==> config.mk <==
export PLATFORM = sky130hd
export DESIGN_NAME = tone_scheduler
export DESIGN_NICKNAME = d
export VERILOG_FILES = /design/src/rtl/tone_scheduler.sv
export SDC_FILE = /design/constraint.sdc
export NUM_CORES = 1
export LEC_CHECK = 0
export CORE_MARGIN = 10
export CORE_UTILIZATION = 65
export CTS_CLUSTER_DIAMETER = 100
export DETAILED_ROUTE_END_ITERATION = 12
export PLACE_DENSITY = 0.85
export SYNTH_ARGS = -nofsm -noshare
export SYNTH_HDL_FRONTEND = slang
export SYNTH_SLANG_ARGS = --single-unit
==> constraint.sdc <==
create_clock -name clock -period 6.5 [get_ports clock]
set_input_delay 1.95 -clock clock [delete_from_list [all_inputs] [get_ports clock]]
set_output_delay 1.95 -clock clock [all_outputs]
set_load 0.01 [all_outputs]
==> src/rtl/tone_scheduler.sv <==
// Tone scheduler for the C4/E4/G4 sound demo.
// Arbitrates held manual note buttons against an 8-step built-in melody and
// drives one square-wave pin plus a one-hot note indicator. All outputs are
// registered and update together with the state register.
`timescale 1ns/1ps
module tone_scheduler #(
  parameter int clock_frequency = 12000000,
  parameter int tick_hz         = 100,
  parameter int gap_ticks       = 2
) (
  input  logic       clock,
  input  logic       reset_n,
  input  logic       start,
  input  logic       stop,
  input  logic [2:0] manual_req,
  output logic       sound,
  output logic [2:0] note_active,
  output logic       busy,
  output logic       done,
  output logic [2:0] step
);

  localparam int TICK_CYCLES = clock_frequency / tick_hz;
  localparam int DIV_W       = (TICK_CYCLES > 1) ? $clog2(TICK_CYCLES) : 1;
  localparam logic [DIV_W-1:0] DIV_LAST = DIV_W'(TICK_CYCLES - 1);
  localparam bit         HAS_GAP  = (gap_ticks != 0);
  localparam logic [7:0] GAP_LAST = 8'(gap_ticks - 1);

  localparam longint unsigned CLK_X100 = 64'(clock_frequency) * 64'd100;
  localparam logic [15:0] HALF_C = 16'((CLK_X100 / 64'd26163) / 64'd2);
  localparam logic [15:0] HALF_E = 16'((CLK_X100 / 64'd32963) / 64'd2);
  localparam logic [15:0] HALF_G = 16'((CLK_X100 / 64'd39200) / 64'd2);

  localparam logic [2:0] NOTE_C    = 3'b100;
  localparam logic [2:0] NOTE_E    = 3'b010;
  localparam logic [2:0] NOTE_G    = 3'b001;
  localparam logic [2:0] NOTE_REST = 3'b000;

  typedef enum logic [1:0] {IDLE, MANUAL, PLAY, GAP} state_t;

  state_t           state_q, state_d;
  logic [2:0]       step_q, step_d;
  logic [2:0]       note_q, note_d;
  logic             busy_q, busy_d;
  logic             done_q, done_d;
  logic             sound_q;
  logic [15:0]      phase_q;
  logic [15:0]      half_last;
  logic [DIV_W-1:0] div_q;
  logic [7:0]       tick_q;
  logic             restart;
  logic             advance;
  logic             div_end;
  logic             play_end;
  logic             gap_end;
  logic [2:0]       manual_note;

  function automatic logic [2:0] rom_note(input logic [2:0] idx);
    case (idx)
      3'd0:    return NOTE_C;
      3'd1:    return NOTE_E;
      3'd2:    return NOTE_G;
      3'd3:    return NOTE_REST;
      3'd4:    return NOTE_G;
      3'd5:    return NOTE_E;
      3'd6:    return NOTE_C;
      default: return NOTE_REST;
    endcase
  endfunction

  function automatic logic [7:0] rom_ticks(input logic [2:0] idx);
    case (idx)
      3'd6:    return 8'd50;
      default: return 8'd25;
    endcase
  endfunction

  // Index of the final tick of a step; a zero-length entry plays one tick.
  function automatic logic [7:0] rom_last(input logic [2:0] idx);
    logic [7:0] t;
    t = rom_ticks(idx);
    return (t == 8'd0) ? 8'd0 : t - 8'd1;
  endfunction

  function automatic logic [2:0] priority_note(input logic [2:0] req);
    if (req[2])      return NOTE_C;
    else if (req[1]) return NOTE_E;
    else if (req[0]) return NOTE_G;
    else             return NOTE_REST;
  endfunction

  assign manual_note = priority_note(manual_req);
  assign div_end     = (div_q == DIV_LAST);
  assign play_end    = div_end && (tick_q == rom_last(step_q));
  assign gap_end     = div_end && (tick_q == GAP_LAST);

  // Next-state and next-output decision; preemption is checked before timing.
  always_comb begin
    state_d = state_q;
    step_d  = step_q;
    note_d  = NOTE_REST;
    done_d  = 1'b0;
    restart = 1'b0;
    advance = 1'b0;
    case (state_q)
      IDLE: begin
        if (|manual_req) begin
          state_d = MANUAL;
          note_d  = manual_note;
        end else if (start) begin
          state_d = PLAY;
          step_d  = '0;
          note_d  = rom_note(3'd0);
          restart = 1'b1;
        end
      end
      MANUAL: begin
        if (|manual_req) note_d = manual_note;
        else             state_d = IDLE;
      end
      PLAY, GAP: begin
        if (|manual_req) begin
          state_d = MANUAL;
          note_d  = manual_note;
          step_d  = '0;
        end else if (stop) begin
          state_d = IDLE;
          step_d  = '0;
        end else if (state_q == PLAY) begin
          if (!play_end) begin
            note_d = rom_note(step_q);
          end else if (HAS_GAP) begin
            state_d = GAP;
            restart = 1'b1;
          end else begin
            advance = 1'b1;
          end
        end else if (gap_end) begin
          advance = 1'b1;
        end
      end
      default: state_d = IDLE;
    endcase
    // Shared end-of-step handling for both the PLAY (no gap) and GAP exits.
    if (advance) begin
      if (step_q == 3'd7) begin
        state_d = IDLE;
        step_d  = '0;
        done_d  = 1'b1;
      end else begin
        state_d = PLAY;
        step_d  = step_q + 3'd1;
        note_d  = rom_note(step_q + 3'd1);
        restart = 1'b1;
      end
    end
    busy_d = (state_d == PLAY) || (state_d == GAP);
  end

  // State and registered outputs.
  always_ff @(posedge clock or negedge reset_n) begin
    if (!reset_n) begin
      state_q <= IDLE;
      step_q  <= '0;
      note_q  <= '0;
      busy_q  <= 1'b0;
      done_q  <= 1'b0;
    end else begin
      state_q <= state_d;
      step_q  <= step_d;
      note_q  <= note_d;
      busy_q  <= busy_d;
      done_q  <= done_d;
    end
  end

  // Tick prescaler and tick counter; cleared on every PLAY/GAP entry.
  always_ff @(posedge clock or negedge reset_n) begin
    if (!reset_n) begin
      div_q  <= '0;
      tick_q <= '0;
    end else if (restart || !busy_d) begin
      div_q  <= '0;
      tick_q <= '0;
    end else if (div_end) begin
      div_q  <= '0;
      tick_q <= tick_q + 8'd1;
    end else begin
      div_q  <= div_q + 1'b1;
    end
  end

  // Half-period lookup for the note currently sounding.
  always_comb begin
    case (note_q)
      NOTE_C:  half_last = HALF_C - 16'd1;
      NOTE_E:  half_last = HALF_E - 16'd1;
      NOTE_G:  half_last = HALF_G - 16'd1;
      default: half_last = '0;
    endcase
  end

  // Square-wave generator; a note change restarts the phase with sound low.
  always_ff @(posedge clock or negedge reset_n) begin
    if (!reset_n) begin
      phase_q <= '0;
      sound_q <= 1'b0;
    end else if (note_d != note_q || note_q == NOTE_REST) begin
      phase_q <= '0;
      sound_q <= 1'b0;
    end else if (phase_q == half_last) begin
      phase_q <= '0;
      sound_q <= ~sound_q;
    end else begin
      phase_q <= phase_q + 16'd1;
    end
  end

  assign sound       = sound_q;
  assign note_active = note_q;
  assign busy        = busy_q;
  assign done        = done_q;
  assign step        = step_q;

endmodule

# Yosys cells after proc, flatten, opt, wreduce, memory -nomap -nowiden

Cells that the tools add are included.

Reductions and logical operators: 23
Multiplexer cells: 59
$add $sub $neg: 5
Equality and inequality tests: 27
Bitwise logic cells: 1

Operators by type and width:

| cell                                              | number |
|---|---|
| 2-to-1 mux 3 bit                                  | 16 |
| one-hot mux 15 bit (3 select lines)               | 1 |
| 2-to-1 mux 17 bit                                 | 2 |
| 2-to-1 mux 16 bit                                 | 2 |
| one-hot mux 3 bit (3 select lines)                | 3 |
| == test 3 bit (second input constant)             | 8 |
| 2-to-1 mux 8 bit                                  | 3 |
| 2-to-1 mux 2 bit                                  | 10 |
| 2-to-1 mux 1 bit                                  | 18 |
| adder 17 x 1 -> 17 bit (second input constant)    | 1 |
| == test 17 bit (second input constant)            | 1 |
| adder 16 x 1 -> 16 bit (second input constant)    | 1 |
| == test 16 bit                                    | 1 |
| OR reduction 2 bit                                | 7 |
| == test 3 x 1 -> 1 bit (second input constant)    | 3 |
| == test 3 x 2 -> 1 bit (second input constant)    | 3 |
| logical NOT 3 bit                                 | 3 |
| adder 8 x 1 -> 8 bit (second input constant)      | 1 |
| == test 2 bit (second input constant)             | 4 |
| == test 8 x 1 -> 1 bit (second input constant)    | 1 |
| == test 8 bit                                     | 1 |
| logical NOT 8 bit                                 | 1 |
| subtractor 8 x 1 -> 8 bit (second input constant) | 1 |
| 2-to-1 mux 6 bit                                  | 1 |
| other kinds (17)                                  | 22 |

Register bits after elaboration: 52

# Longest topological paths before layout

Gate-level depths: netlist of the first run.

Depth in word-level cells: 17
Mapped depth: 10
Gate-level depth less buffers: 9

# Worst setup path before layout of the first run

No wires, ideal clock.

Path type: input -> register
From: input manual_req[1]
To: register phase_q[10]
Data required time: 6431 ps
Library setup time: 69 ps
Setup slack: 2444 ps
Arrival time: 3987 ps
Stages: 8
Path buffers: 1
Cell sequence: or3_2 -> nor4_4 -> or4b_1 -> o31ai_2 -> xor2_2 -> o2111ai_2 -> buf_6 -> nor2_2

Word-level cells in the longest chain between the ends: 9
Elaborated cells between the ends (all ways): 14
Those cells by class: 1 x eq/ne; 11 x mux; 2 x reduce/logical

RTL lines:

| what                                | line          | source |
|---|---|---|
| start, declared                     | 15            | `input logic [2:0] manual_req,` |
| 2-to-1 mux 2 bit                    | 87            | `else if (req[1]) return NOTE_E;` |
| 2-to-1 mux 3 bit                    | 86            | `if (req[2]) return NOTE_C;` |
| 2-to-1 mux 3 bit (on tied branches) | 122, 107, 118 |  |
| one-hot mux 3 bit (3 select lines)  | 105           | `case (state_q)` |
| 2-to-1 mux 3 bit                    | 146           | `if (step_q == 3'd7) begin` |
| 2-to-1 mux 3 bit (*)                | 145           | `if (advance) begin` |
| inequality test 3 bit (*)           | 208           | `end else if (note_d != note_q \|\| note_q == NOTE_REST) begin` |
| logical OR 1 bit (*)                | 208           |  |
| 2-to-1 mux 16 bit (*)               | 208           |  |
| end signal, assigned                | 215           | `phase_q <= phase_q + 16'd1;` |
| end, declared                       | 47            | `logic [15:0] phase_q;` |

Mark *: on every way between the ends. The rest lies on a longest branch, timed or not.
A chain may end at the register's enable or synchronous reset.

# Worst setup path after layout of the first run

From: input manual_req[1]
To: register phase_q[4]

Same word-level chain as after synthesis.

==> results.txt, run 1 <==
The internal power of the cells came out at about 430 uW. The routability-driven placement congestion ratio is 0.890. The die extent in x came out at between 80 and 90 um. The area growth from synthesis to layout is 7.39%. The fraction of final layout cells sized beyond drive strength 1 is 9.17%. The routed via count divided by cell count came out at ~5.9. STA classifies the critical path endpoint as a flop. Between clock sinks in the finished design, the worst skew comes to 0.00428 ns. The analysis attributes to cell leakage a power of 0.00130 uW. The number of enable flip-flop cells after synthesis came out at 0. The Yosys warning count is 0. After synthesis the cells add up to roughly 3100 um2. The power per cell area is roughly 170 nW/um2. The pin slew with the least headroom to its limit is 0.865 ns. The analysis attributes to net switching a power of around 130 uW. The all-layer global routing usage is 16.3%.

The detail route stage leaves a number of antenna-violating nets equal to 0. The flow ran to the end, and the final reports show no timing, DRC or antenna violations. The violation count after the first detailed-routing iteration is roughly 150. The data arrival time at the worst-slack endpoint came out at between 4 and 5 ns. Counting I/O delays and the setup requirement, the final critical path takes 4.61 ns. The clock power share is 33.8%. The total negative slack is 0 ns. The number of max-cap violations came out at 0.

The sequential cell area fraction in the yosys report is between 40 and 50%. Leaving out fill and tap cells, the most frequent cell in the layout is dfrtp_1. Before antenna repair, the detailed router went through 4 iterations.

The sequential group share of total power is 59.5%. The number of design rule violations left after detail routing came out at 0. The path class of the tightest hold or removal check is reg2reg. The count of filler cells inserted in the layout is 367. The slowest cell on the critical path is or3_2.

The total number of H-tree levels is 2. Wires add up to approximately 5900 um. The number of antenna diodes in the final layout is 0. The synthesized netlist cell count is 324. The final core utilization came out at 71.4%.

The critical path goes through clkdlybuf4s50_1 > or3_2 > nor4_4 > or4b_1 > o31ai_2 > xor2_2 > o2111ai_2 > nor2_1. Setup violations remaining at the end of the flow were counted as 0. The clock latency reported for the late side of the worst-skew pair is 0.30 ns. TritonCTS built the clock tree. At the end of the flow, the number of nets in the layout was 354. In the layout the commonest cells are dfrtp_1, nor2_1, nand2_1. No sink is reached through more buffers than the 2 on the longest clock path. The post-DP HPWL came out at 4270 um. The top flip-flop cell by instance count after synthesis is dfrtp_1.

The worst setup path is of the in2reg kind. Synthesis inferred 52 register bits. Dividing the detail-routed wire length by the instance count gives approximately 15 um. The mean cell area of the mapped netlist came out at 9.56 um2. At the worst endpoint, the required time is 6.72 ns. The total setup buffers inserted after CTS came out at 0. The clock-pin slew of the registers on the worst-case setup and hold paths came out at around 0.09 ns. The cell count after placement is 384. Entering global routing, the biggest net connects 53 pins. The number of antenna violations at the first check in global routing came out at 0. The maximum vdd ir drop is 0.134 mV. The share of total power consumed by net switching came out at between 20% and 30%. The overall via count from detail_route came out at 2303. The number of nets in the synthesized netlist is 341.

The part of the power in combinational logic came out at 6.7%. The number of distinct library cells after synthesis came out at 56. The first-pass GRT wire length came out at 10400 um. Buffers inserted to repair hold after CTS numbered 0. The die covers 7930 um2. The largest stage delay on the critical path came out at 0.55 ns. Of all flip-flops after synthesis, the portion carrying an async set or reset was 100%. On the critical path the largest part of the delay comes from simple AND/OR/NAND/NOR gates. The total power came out at approximately 560 uW. The root buffer cell chosen for the clock tree is clkbuf_8.

The starting density of the core came out at about two thirds. The max-slew violation count is 0. The worst slew margin relative to its limit is 42.4%. The standard-cell row count came out at 25.

For this design, the sink count on the clock tree is 52. The placeable core area is 4660 um2. Once the clock tree was built, the resizer swapped 0 gates to a different size.

In this run the tool buffered the top-level ports with 15 buffer cells. The final worst-path cycle share came out at 71.0%. The number of buffers added by the clock tree synthesis step is 5. The worst setup path is launched from a primary input. The number of hold violations in the final report is 0. The die extent in y is between 80 and 90 um.

The total overflow reported by the global router is 0. The maximum achievable frequency is 217 MHz. The worst hold slack after final layout is 0.541 ns. The count of buffer and inverter cells on the critical path is 1. 16 I/O pins were placed. The number of global-route vias before repair came out at 2320. Setup repair after global routing left no endpoint under its margin. The number of standard cells in the final layout excluding fillers came out at just under 400. The largest driver fanout on the critical path came out at 14.
[power groups by stage]
stage / Sequential [uW] / Combinational (uW) / Clock (uW)
6_report: 330 / 37.1 / 188
3_3_place_gp: 337 / 37.0 / 0
4_1_cts: 330 / 37.9 / 195
5_1_grt: 331 / 41.7 / 208
3_5_place_dp: 337 / 37.6 / 0
2_1_floorplan: 334 / 25.0 / 0
[layout make-up]
class | instances | area (um2) | share of cell area (%)
clock inverter | 1 | 7.51 | 0.226
timing repair buffer | 16 | 153 | 4.59
tap | 54 | 67.6 | 2.03
sequential | 52 | 1300 | 39.1
multi-input combinational | 253 | 1680 | 50.4
inverter | 9 | 33.8 | 1.02
clock buffer | 7 | 86.3 | 2.60
[through the flow]
step           cell area [um2]  worst slack (ns)
2_1_floorplan             3100              2.44
3_3_place_gp              3230              1.66
3_5_place_dp              3230              1.54
4_1_cts                   3330              1.85
5_1_grt                   3330              1.61
6_report                  3330              1.89
[synth_stat cells (all sizes together), types with 2 or more instances]
cell / instances / area (um2)
a211oi: 2 / 15.0
a21oi: 7 / 35.0
a31oi: 2 / 12.5
and2: 2 / 12.5
and3: 8 / 50.1
and4: 6 / 55.1
buf: 4 / 45.0
clkbuf: 4 / 18.8
dfrtp: 52 / 1300
ha: 10 / 125
inv: 9 / 33.8
mux2i: 4 / 40.0
nand2: 25 / 93.8
nand3: 13 / 65.1
nand3b: 2 / 15.0
nand4: 12 / 75.1
nor2: 60 / 250
nor2b: 3 / 18.8
nor3: 4 / 20.0
nor3b: 4 / 30.0
nor4: 7 / 73.8
nor4bb: 2 / 20.0
o2111ai: 2 / 23.8
o21ai: 11 / 55.1
o31ai: 2 / 20.0
or3: 9 / 68.8
or4b: 2 / 23.8
xnor2: 18 / 158
xor2: 22 / 200
[routing by layer]
metal  vias up  part of all wire (%)  global-route usage, %
met5         -                     0                      0
met4         0                   1.5                   5.49
met3         9                   3.8                   3.19
met1      1099                    47                   21.1
li1       1160                     -                      -
met2        35                    48                   26.6
[kinds of logic after synthesis]
| group | share of synthesized area [%] |
|---|---|
| buffers and inverters | 3.84 |
| xor gates and xnor gates | 11.6 |
| AOI/OAI and AO/OA | 7.35 |
| adders and majority gates | 4.36 |
| muxes | 1.29 |
| DFF | 42.0 |
| and+or+nand+nor | 29.6 |
[registers in the layout (all words and copies together), names as in the netlist]
name / cells
tick_q: 8
state_q: 2
div_q: 17
sound: 1
note_active: 3
phase_q: 16
step: 3
busy: 1
done: 1
[final timing paths]
| kind | start | to | slack (ns) | cells past startpoint |
|---|---|---|---|---|
| max | manual_req[1] | phase_q[4] | 1.89 | 8 |
| min | phase_q[0] | phase_q[0] | 0.54 | 1 |
| max reg2reg | tick_q[0] | phase_q[4] | 3.23 | 8 |
| min reg2reg | phase_q[0] | phase_q[0] | 0.54 | 1 |
| max in group asynchronous | reset_n | div_q[6] | 4.33 | 2 |
| min in group asynchronous | reset_n | phase_q[9] | 1.75 | 2 |
(Power assumes the default switching activity.)
==> run 2, diff against run 1 <==
Settings changed: CORE_UTILIZATION 65 to 60, PLACE_DENSITY 0.85 to 0.8.
Clock period 6.5 ns to 4.4 ns, I/O delays scaled along.
==> run 2 against run 1 <==
Net effect:
- core utilization fell by 5.0 points
- clock power rose by 42%
- register-to-register slack lost 1.9 ns
- critical path type unchanged
- critical endpoint is now phase_q[6]
- via count is 3.3% higher
- power is 46% higher
- largest power group unchanged
- sequential cell count unchanged
==> results.txt, run 2 (synthesized netlist as in run 1, its figures left out) <==
div_q holds more flip-flops than any other register. The count of hold buffers inserted by post-cts repair came out at 0 (unchanged). Based on the critical path, the design can be clocked at up to 268 MHz. The setup slack of the critical path after layout is 0.669 ns (-1.22 ns). The number of antenna violations at the first check in global routing is 0 (unchanged). The post-cts repair resize count came out at 0 (unchanged). The routing usage on met3 is 3.34% (+0.15 points).

The total number of nets in the final design came out at 356 (+0.56%). The total number of H-tree levels came out at 2 (unchanged). The count of buffer and inverter cells on the critical path came out at 2 (+1). The power per cell area came to 243 nW/um2 (+45%). The largest registers in the layout are div_q (17), phase_q (16), tick_q (8). The die extent in x is 91.8 um (+3.2%). The total overflow reported by the global router is 0 (unchanged). The total setup buffers inserted after CTS came out at 0 (unchanged).

The routed wirelength normalized by instance count came to 15.0 um (+0.53%). The number of global-route vias before repair came out at 2361 (+1.8%). The all-layer global routing usage is 14.8% (-1.5 points). For this design, the slowest cell found on the critical path is or3_2. The first-pass iteration count of the detailed router came out at 4 (unchanged). The total inserted antenna cells came out at 0 (unchanged). The number of flip-flops under the largest register name is 17 (unchanged). The met1 usage is 19.1% (-2.0 points). The post-route antenna net violation count is 0 (unchanged). The number of design rule violations left after detail routing came out at 0 (unchanged). The data arrival time at the worst-slack endpoint is 3.96 ns (-0.88 ns). The standard-cell row count came out at 26 (+4.0%).

The number of max-cap violations came out at 0 (unchanged). The worst slew margin relative to its limit is 60.2% (+18 points). The routed via count divided by cell count is 5.81 (-1.0%). The deepest clock path buffer count is 2 (unchanged). The clock-pin slew of the registers on the worst-case setup and hold paths came out at 0.10 ns (about the same). The met2 layer usage reported by global route is 23.9% (-2.7 points).

The path class of the lowest-slack min-delay path is reg2reg. The starting density of the core is 61.4% (-5.0 points). The pin slew with the least headroom to its limit came out at 0.593 ns (-0.272 ns). The detailed-route wire length came out at 6140 um (+4.9%). Of the available clock period, the critical path in the final layout requires between 80% and 90%. The largest driver fanout on the critical path came to 14 (unchanged). The worst setup path is of the in2reg kind. The most common cell after layout, fill and taps aside is dfrtp_1. The maximum number of pins on one net before global-route repair is 34 (-36%). The placeable core area came out at 5040 um2 (+8.2%).

The number of buffers added by the clock tree synthesis step came out at 5 (unchanged). TritonCTS built the clock tree. In this run the most used layer during global routing was met2. The post-DP HPWL was 4430 um (+3.7%).

The total die area is 8430 um2 (+6.4%). The critical path startpoint category is a primary input. The tree is rooted in a clkbuf_8. The number of hold violations in the final report is 0 (unchanged). The run finished with clean final reports. The total negative slack is 0 ns (unchanged). The violation count after the first detailed-routing iteration is 131 (-15%).

The max-slew violation count came out at 0 (unchanged). Leaving out fill and tap cells, the most frequent cells in the layout are dfrtp_1, nor2_1, nand2_1. The count of input and output buffers came out at 15 (unchanged). The overall via count from detail_route came to 2378 (+3.3%). The pre-CTS setup slack came to 0.361 ns (-1.18 ns). The largest stage delay on the critical path came out at 0.55 ns (about the same).

The worst hold slack after final layout is 0.540 ns (-0.00110 ns). The number of endpoints failing setup at the final stage came out at 0 (unchanged). The routability-driven placement congestion ratio came out at 0.909 (+2.1%).

The first-pass GRT wire length came out at 10700 um (+2.6%). The maximum vdd ir drop came to 0.159 mV (+19%). The type of element capturing the critical path is a flop. The data required time of the worst path is 4.63 ns (-2.09 ns). The count of filler cells inserted in the layout is 418 (+14%). Setup repair after global routing left no endpoint under its margin. The layout overhead on the synthesized area came out at 8.12%. The fraction of final layout cells sized beyond drive strength 1 was 9.73% (+0.56 points).

The critical path goes through clkdlybuf4s50_1 > or3_2 > nor4_4 > or4b_1 > o31ai_2 > xor2_2 > o2111ai_2 > buf_4 > nor2_1. The clock sink total came out at 52 (unchanged). The leakage power is 0.00130 uW (+0.40%). The die extent in y came to 91.8 um (+3.2%). The final clock skew came out at 0.0167 ns (+0.0125 ns). The number of placed I/O pins came out at 16 (unchanged). In this design, the largest share of critical-path delay is due to simple AND/OR/NAND/NOR gates. The clock latency reported for the late side of the worst-skew pair came out at 0.31 ns (about the same). Subtracting the final worst setup slack from the clock period gives ~3.7 ns.
[run 2: changes by cell type in the layout (fill, tap and decap cells not counted)]
cell      before  now
clkbuf_8       6    5
buf_4          1    3
clkbuf_1       1    0
clkinv_2       0    1
[run 2: per-stage QoR]
stage,utilization (%),std cells,cell area (um2),power [uW]
floorplan,-,324,3100,531
global placement,64.8,402,3270,554
detailed placement,64.8,402,3270,556
CTS,66.4,409,3350,820
global route,66.4,409,3350,840
finish,66.4,409,3350,813
[run 2: final cells by class]
type / count / area, um2 / area share (%)
clock buffers: 5 / 68.8 / 2.06
flip-flops and latches: 52 / 1300 / 38.9
multi-input cells: 253 / 1680 / 50.1
repair buffers: 18 / 168 / 5.01
inverters: 9 / 33.8 / 1.01
well taps: 70 / 87.6 / 2.62
clock inverters: 2 / 12.5 / 0.374
[run 2: worst paths after layout]
kind	start	to	slack [ns]	cells after the start
setup / recovery	manual_req[2]	phase_q[6]	0.67	9
hold / removal	div_q[0]	div_q[0]	0.54	1
setup reg to reg	div_q[1]	phase_q[6]	1.37	9
hold reg to reg	div_q[0]	div_q[0]	0.54	1
max in group asynchronous	reset_n	phase_q[0]	2.67	2
min in group asynchronous	reset_n	done	0.95	1
[run 2: routing by layer]
layer | vias up | wire [um] | part of all wire (%)
met1 | 1161 | 2880 | 47
met5 | - | 0 | 0
met4 | 0 | 49 | 0.80
met3 | 8 | 315 | 5.1
li1 | 1158 | - | -
met2 | 51 | 2900 | 47
[run 2: report_power, final]
part / total [uW] / switching [uW] / internal, uW
registers: 489 / 8.29 / 480
clock network: 267 / 158 / 108
logic: 57.4 / 33.1 / 24.3
total: 813 / 200 / 613
==> run 3, diff against run 2 <==
Clock period 4.4 ns to 3.7 ns, I/O delays scaled along.
==> run 3 against run 2 <==
Net effect:
- non-clock buffer count is 7 higher
- sequential cell count unchanged
- critical path depth did not move
- sequential power grew 19%
- global-route usage is 1.2 points higher
- setup slack got worse by 0.40 ns
- first-iteration DRC count rose by 33%
- clock power increased by 54%
- clock skew shrank 0.00064 ns
- cell count rose by 2.0%
- critical path type unchanged
- largest cell class unchanged
- highest routed layer unchanged
==> results.txt, run 3 (synthesized netlist as in run 1, its figures left out) <==
The critical path startpoint category is a primary input. The number of global-route vias before repair came to 2503 (+6.0%). The path with the worst hold slack has its endpoint at div_q[0]. Setup repair after global routing left no endpoint under its margin. The total inserted antenna cells came out at 0 (unchanged). The post-DP HPWL is 4710 um (+6.4%).

The pin slew with the least headroom to its limit came out at 0.673 ns (+0.0800 ns). The data required time of the worst path came to 3.93 ns (-0.70 ns). The count of input and output buffers is 15 (unchanged).

The number of endpoints failing setup at the final stage was 0 (unchanged). The post-route antenna net violation count came out at 0 (unchanged). The setup path with the least slack is of type in2reg. The maximum vdd ir drop is 0.302 mV (+89%). The startpoint identified for the worst hold timing path is div_q[0].

The setup slack of the worst register-to-register path was 0.80 ns (-0.57 ns). The total negative slack came to 0 ns (unchanged). The count of hold buffers inserted by post-cts repair is 0 (unchanged). Leaving out fill and tap cells, the most frequent cell in the layout is dfrtp_1. The shortest period the worst path allows is 3.43 ns.

The starting density of the core came out at 61.4% (unchanged). The routed via count divided by cell count is 5.79 (-0.39%). The total number of H-tree levels came out at 2 (unchanged).

The violation count after the first detailed-routing iteration came to 174 (+33%). The type of element capturing the critical path is a flop. Tracing the worst setup path back leads to its startpoint at manual_req[1]. The largest driver fanout on the critical path came out at 14 (unchanged).

The flow ran to the end, and the final reports show no timing, DRC or antenna violations. In the layout the commonest cells are dfrtp_1, nor2_1, nand2_1. The total number of nets in the final design came out at 363 (+2.0%). The clock latency reported for the late side of the worst-skew pair came out at 0.31 ns (about the same). The max-slew violation count came to 0 (unchanged). The sequential standard cell area is 1300 um2 (unchanged). The worst register-to-register path begins at div_q[1].

The number of hold violations in the final report was 0 (unchanged). The worst slew margin relative to its limit is 55.1% (-5.1 points). The largest register by flop count is div_q. On the critical path, the stage with the largest delay is an instance of or3_2. The critical path goes through clkdlybuf4s50_1 > or3_2 > nor4_4 > or4b_1 > o31ai_2 > xor2_2 > o2111ai_2 > buf_12 > nor2_1. The power per cell area is 308 nW/um2 (+27%).

The worst hold path belongs to the class reg2reg. The largest stage delay on the critical path is 0.55 ns (about the same). The number of antenna violations at the first check in global routing is 0 (unchanged).

The post-cts repair resize count is 0 (unchanged). The leakage power is 0.00137 uW (+4.8%). The die extent in y came to 91.8 um (unchanged). The maximum number of pins on one net before global-route repair is 31 (-8.8%). The number of design rule violations left after detail routing is 0 (unchanged). The number of flip-flops under the largest register name came out at 17 (unchanged).

The total setup buffers inserted after CTS is 0 (unchanged). The data arrival time at the worst-slack endpoint came to 3.66 ns (-0.30 ns). The endpoint of the most critical register-to-register path is phase_q[2]. The final clock skew is 0.0161 ns (-0.000635 ns).

The fraction of final layout cells sized beyond drive strength 1 is 11.8% (+2.1 points). The detailed-route wire length is 6500 um (+5.9%). The layout overhead on the synthesized area is 11.5%. The first-pass iteration count of the detailed router was 4 (unchanged).

The first-pass GRT wire length was 11400 um (+6.3%). The routability-driven placement congestion ratio was 0.903 (-0.63%). The clock sink total is 52 (unchanged). TritonCTS built the clock tree. The total die area is 8430 um2 (unchanged). The number of placed I/O pins is 16 (unchanged). The cell depth of the worst min-delay path came out at 1 (unchanged).

The placeable core area is 5040 um2 (unchanged). The largest registers in the layout are div_q (17), phase_q (16), tick_q (8). The total overflow reported by the global router came out at 0 (unchanged). Derived from the worst setup path, the maximum achievable clock frequency is just under 300 MHz. The die extent in x came to 91.8 um (unchanged). The standard-cell row count came to 26 (unchanged).

The clock-pin slew of the registers on the worst-case setup and hold paths is 0.10 ns (about the same). The worst reg2reg path depth came out at 9 (unchanged). The footprint of the multi-input gates came out at 1680 um2 (unchanged). The all-layer global routing usage is 15.9% (+1.2 points). The number of max-cap violations came out at 0 (unchanged). The final worst-path cycle share is between 90% and 100%. The deepest clock path buffer count is 2 (unchanged).

The clock root buffer master is clkbuf_8. The routed wirelength normalized by instance count came out at 15.6 um (+3.9%). The total power is 1060 uW (+31%). The number of buffers added by the clock tree synthesis step came out at 5 (unchanged). The count of filler cells inserted in the layout came out at 383 (-8.4%). The overall via count from detail_route is 2415 (+1.6%).
-- run 3: cell types whose count changed in the layout (fill, tap and decap cells not counted), sizes merged --
cell and change:
buf +7, bufinv +1, clkbuf +1, clkinvlp -1
-- run 3: layout make-up --
cell class / count / area share [%]
Tap cell: 70 / 2.54
Multi-Input combinational cell: 253 / 48.6
Timing Repair Buffer: 25 / 6.74
Inverter: 9 / 0.978
Clock buffer: 6 / 2.39
Sequential cell: 52 / 37.7
Clock inverter: 2 / 1.12
-- run 3: routing by layer --
layer | vias to the layer above | GRT usage (%) | wire (um)
met1 | 1177 | 19.8 | 2870
met5 | - | 0 | 0
met2 | 53 | 26.9 | 3250
li1 | 1174 | - | -
met4 | 0 | 5.27 | 104
met3 | 11 | 3.18 | 270
-- run 3: how the worst max path moves through the flow --
stage                       end  slack, ns  cells after the start
floorplan           phase_q[10]       0.48                      8
global placement     phase_q[6]       0.09                      9
detailed placement   phase_q[2]       0.01                      9
CTS                  phase_q[2]       0.28                      9
global route         phase_q[2]       0.18                      9
finish               phase_q[2]       0.27                      9
-- run 3: report_power, final --
part / total [uW] / internal, uW / switching (uW)
sequential: 581 / 571 / 9.83
combinational: 73.7 / 33.2 / 40.5
clock: 410 / 221 / 189
total: 1060 / 826 / 239
-- run 3: critical path: cells and delay by family --
family,cells,cell delay [ns]
xor gates and xnor gates,1,0.17
AOI/OAI and AO/OA,2,0.30
buffers and inverters,2,0.61
and+or+nand+nor,4,1.46
-- run 3: per-stage QoR --
step | hold slack (ns) | cells | utilization (%) | area (um2) | setup WS [ns]
global route | 0.575 | 417 | 68.5 | 3450 | 0.178
global placement | 0.516 | 409 | 66.1 | 3330 | 0.0885
detailed placement | 0.522 | 409 | 66.1 | 3330 | 0.0140
finish | 0.541 | 417 | 68.5 | 3450 | 0.266
floorplan | 0.488 | 324 | - | 3100 | 0.484
CTS | 0.540 | 417 | 68.5 | 3450 | 0.279
